===== config.mk =====
export PLATFORM = sky130hd
export DESIGN_NAME = commit_monitor
export DESIGN_NICKNAME = d
export VERILOG_FILES = /design/src/rtl/commit_monitor.sv
export SDC_FILE = /design/constraint.sdc
export NUM_CORES = 1
export LEC_CHECK = 0
export CAP_MARGIN = 15
export CORE_UTILIZATION = 45
export DETAILED_ROUTE_END_ITERATION = 10
export GPL_ROUTABILITY_DRIVEN = 0
export MAX_ROUTING_LAYER = met4
export PLACE_DENSITY = 0.74
export SLEW_MARGIN = 20
export SYNTH_ARGS = -nofsm -noshare
export SYNTH_HDL_FRONTEND = slang
export SYNTH_SLANG_ARGS = --single-unit

===== constraint.sdc =====
create_clock -name clk -period 2.6 [get_ports clk]
set_input_delay 0.39 -clock clk [delete_from_list [all_inputs] [get_ports clk]]
set_output_delay 0.39 -clock clk [all_outputs]
set_load 0.01 [all_outputs]

===== src/rtl/commit_monitor.sv =====
// commit_monitor: multi-channel retire monitor with ebreak trap, counters and no-retire watchdog.
module commit_monitor #(
  parameter int NR_COMMIT = 1,
  parameter int DATA_LEN = 32,
  parameter int CNT_W = 64,
  parameter int TIMEOUT = 4096
) (
  input  logic clk,
  input  logic rst,
  input  logic [NR_COMMIT-1:0] commit_valid,
  input  logic [NR_COMMIT-1:0] commit_ebreak,
  input  logic [NR_COMMIT*DATA_LEN-1:0] commit_pc,
  input  logic [NR_COMMIT*DATA_LEN-1:0] commit_a0,
  output logic halt_valid,
  output logic [7:0] halt_code,
  output logic [DATA_LEN-1:0] halt_pc,
  output logic halted,
  output logic [CNT_W-1:0] cycle_cnt,
  output logic [CNT_W-1:0] instret_cnt
);
  localparam int CW = $clog2(NR_COMMIT + 1);
  localparam int WD_W = TIMEOUT > 1 ? $clog2(TIMEOUT) : 1;
  typedef enum logic {RUN, HALT} state_t;
  state_t state, state_n;
  logic [CW-1:0] cnt;
  logic found, wd_fire;
  logic [DATA_LEN-1:0] eb_pc, eb_a0, lpc, last_pc, pc_n;
  logic [WD_W-1:0] wd;
  logic [7:0] code_n;
  assign halted = state == HALT;
  always_comb begin
    found = 1'b0;
    cnt = '0;
    eb_pc = '0;
    eb_a0 = '0;
    lpc = last_pc;
    for (int i = 0; i < NR_COMMIT; i++)
      if (!found && commit_valid[i]) begin
        cnt = cnt + 1'b1;
        lpc = commit_pc[i*DATA_LEN +: DATA_LEN];
        if (commit_ebreak[i]) begin
          found = 1'b1;
          eb_pc = commit_pc[i*DATA_LEN +: DATA_LEN];
          eb_a0 = commit_a0[i*DATA_LEN +: DATA_LEN];
        end
      end
    wd_fire = TIMEOUT > 0 && commit_valid == '0 && wd == WD_W'(TIMEOUT - 1);
    state_n = (state == RUN && (found || wd_fire)) ? HALT : state;
    code_n = found ? {7'd0, eb_a0 != '0} : 8'd2;
    pc_n = found ? eb_pc : last_pc;
  end
  always_ff @(posedge clk) begin
    if (rst) begin
      state <= RUN;
      halt_valid <= 1'b0;
      halt_code <= '0;
      halt_pc <= '0;
      cycle_cnt <= '0;
      instret_cnt <= '0;
      wd <= '0;
      last_pc <= '0;
    end else begin
      state <= state_n;
      halt_valid <= state == RUN && state_n == HALT;
      if (state == RUN) begin
        cycle_cnt <= cycle_cnt + 1'b1;
        instret_cnt <= instret_cnt + CNT_W'(cnt);
        last_pc <= lpc;
        wd <= commit_valid != '0 ? '0 : wd + 1'b1;
        if (state_n == HALT) begin
          halt_code <= code_n;
          halt_pc <= pc_n;
        end
      end
    end
  end
endmodule


==> metrics.md, run 1 <==
| Metric | Value |
|---|---|
| Final Cell Area | 0.01294 mm2 |
| Routed wire length | 25.77 mm |
| Cell at the slowest stage of the critical path | sky130_fd_sc_hd__or4_1 |
| Area post-placement | 0.01221 mm2 |
| Final number of max-transition violations | 0 |
| Final Cycle Share | 88.23% |
| Max_slew headroom | 61.71% |
| Maximum achievable frequency | 435.9 MHz |
| Die width | 146.6 um |
| Count of non-filler cells in the finished layout | 1662 |
| Worst Hold Class | in2reg |
| Drt drc | 0 |
| Clock-pin transition on the worst setup and hold timing paths | 0.06 ns |
| Status | completed |
| Starting utilization of the core area | 46.20% |
| Area grow syn2layout | 37.55% |
| Clock root buffer master | sky130_fd_sc_hd__clkbuf_16 |
| Most used flip-flop cell after synthesis | sky130_fd_sc_hd__dfxtp_1 |
| Vertical die dimension | 146.6 um |
| Post-synth top area cell | sky130_fd_sc_hd__dfxtp_1 |
| Iteration-0 DRC Markers | 398 |
| Critical path start-end classification | reg2reg |
| Proportion of synthesized chip area in sequential cells | 44.26% |
| Smallest hold slack | 0.2655 ns |
| Total number of clock tree sinks | 208 |
| Power per standard cell area | 543.0 mW/mm2 |
| TritonCTS clock tree | yes |
| CP Cell Sequence | nand4_2, or4_1, nor4_1, xnor2_1, nor2_1 |
| Wire length of the first global-routing pass | 42.67 mm |
| Ant. Diodes | 0 |
| Critical Path Sink Type | flop |
| # port buffers | 231 |
| Worst stage delay on the critical path | 0.76 ns |
| Critical Path AT | 2.66 ns |
| LEAKAGE | 4.407 nW |
| Cts-stage hold buffer count | 0 |
| Sum of overflow across all layers after global routing | 0 |
| Floorplan die area | 0.02149 mm2 |
| Final Total Pwr | 7.027 mW |
| Number of flip-flops and latches in the synthesized netlist | 208 |
| Proportion of synthesized flip-flops having asynchronous set or reset | 0% |
| Post-CTS setup buffers | 0 |
| MaxCap Viol Count | 0 |
| Latest clock arrival within the worst-skew pair | 0.51 ns |
| Setup repair after global routing missed its margin | false |
| Critical Path Start Type | flop |
| Hold Fails Final Rpt | 0 |
| Count of flip-flops with a built-in enable after synthesis | 0 |
| HPWL after DPL | 17.90 mm |
| Antenna Nets Post-Route | 0 |
| Filler cell count in the final layout | 1745 |
| Endpoints failing setup | 0 |
| Worst clock skew on the final layout | 0.02051 ns |
| Setup TNS after final layout | 0 ns |
| Placement Rows | 52 |
| Proportion of layout cells with a drive suffix above 1 | 7.974% |
| TritonCTS Buffers | 23 |
| Core region area | 0.02036 mm2 |
| Final Net Count | 1450 |
| Vias after detailed routing | 9193 |
| Placed cell count | 1623 |
| Maximum net fanout on the critical path | 10 |
| Maximum number of buffers from clock root to sink | 3 |
| Pre-antenna DRT Iters | 6 |
| Post-layout minimum cycle time | 2.294 ns |
| Post-Synthesis Mean Instance Area | 8.290 um2 |
| Post-cts repair resize count | 0 |
| Top cells by area in the synthesized netlist | sky130_fd_sc_hd__dfxtp_1 44%, sky130_fd_sc_hd__nand2_1 5.7%, sky130_fd_sc_hd__nor2_1 5.6% |
| Worst Tran Pin Value | 0.5691 ns |
| Vias in the first global route | 8589 |
| Initial antenna violation count | 0 |
| GRT Total Usage | 24.50% |
| Most used standard cell by instance count after synthesis | sky130_fd_sc_hd__dfxtp_1 |
| Max IR drop VDD | 0.4249 mV |
| Avg Vias per Cell | 5.531 |
| Distinct cell type count after synthesis | 45 |
| Top cell type's share of synthesized area | 44.26% |
| CTS H-tree depth | 1 |
| Cell Area, Synth | 0.009409 mm2 |
| CP required | 2.97 ns |
| Synth warn | 0 |
| Number of top-level design ports | 238 |
| Cells after synthesis | 1135 |
| Largest net degree at the start of global routing | 89 |
| Most instantiated cells after synthesis | 208 x sky130_fd_sc_hd__dfxtp_1, 144 x sky130_fd_sc_hd__nand2_1, 140 x sky130_fd_sc_hd__nor2_1, 86 x sky130_fd_sc_hd__a21oi_1, 78 x sky130_fd_sc_hd__nand3_1 |
| Routed length per instance | 15.50 um |
state kept, by name (all words and copies together), names as in the netlist:
register and flops:
instret_cnt 64, wd 12, halt_valid 1, halt_code 2, cycle_cnt 64, halted 1, last_pc 32, halt_pc 32
cells in the final DEF, fill, tap and decap left out, drive strengths merged, types with 41 or more instances in the layout:
cell,synthesis,routed
xnor2,41,41
a21oi,86,86
nand3,78,78
buf,16,49
clkdlybuf4s50,0,230
or3,41,41
nand2,144,144
nor2,140,140
nand4,54,54
dfxtp,208,208
per-stage QoR:
step	util [%]	worst slack, ns
after floorplan	-	0.4619
after global placement	59.95	-0.05404
after detailed placement	59.95	-0.1423
after CTS	63.55	0.3266
after global routing	63.55	0.1311
final	63.55	0.3061
metal layers:
| metal | global-route usage, % | up-vias | wire (um) |
|---|---|---|---|
| met3 | 4.563 | 42 | 1719 |
| met5 | - | - | 0 |
| met1 | 30.68 | 4341 | 11050 |
| li1 | - | 4496 | - |
| met2 | 40.17 | 314 | 12360 |
| met4 | 6.823 | 0 | 635 |
cell type report:
cell class                      instances  area, um2  area share, %
Clock buffer                           32      669.4          5.172
Timing Repair Buffer                  279       2711          20.95
Tap cell                              270      337.8          2.610
Multi-Input combinational cell        845       4917          37.99
Inverter                               21      78.83         0.6090
Clock inverter                          7      63.81         0.4930
Sequential cell                       208       4164          32.17
power by group:
part | total [mW] | internal (mW) | switching [mW]
sequential | 3.32 | 3.27 | 0.0557
combinational | 0.537 | 0.266 | 0.271
clock | 3.17 | 1.88 | 1.28
critical path, delay by kind of cell, from the launching register on:
kind | cells | cell delay, ns
flip-flops | 1 | 0.44
XOR/XNOR | 1 | 0.21
AND/OR/NAND/NOR | 4 | 1.52
path summary, 6_finish.rpt:
check | to | start | depth (start not counted) | slack (ns)
setup / recovery | cycle_cnt[23] | cycle_cnt[9] | 5 | 0.31
hold / removal | halted | rst | 2 | 0.27
hold reg to reg | last_pc[9] | last_pc[9] | 2 | 0.45
setup reg to reg | cycle_cnt[23] | cycle_cnt[9] | 5 | 0.31
cell families (layout without fill, tap and decap cells):
family	count (synthesis)	after routing	synth area share [%]
simple gates	575	575	32.31
flops	208	208	44.26
compound gates	174	174	10.98
buf+inv	87	339	3.790
xor+xnor	81	81	7.540
mux	5	5	0.5452
fa+ha+maj	4	4	0.5319
other cells	1	6	0.03986
No activity file was read; power rests on OpenSTA's default activity.
==> run 2, diff against run 1 <==
- CAP_MARGIN: 15 -> not set
==> results of run 2 <==
The final DEF is identical to that of run 1; final timing and power are the same.
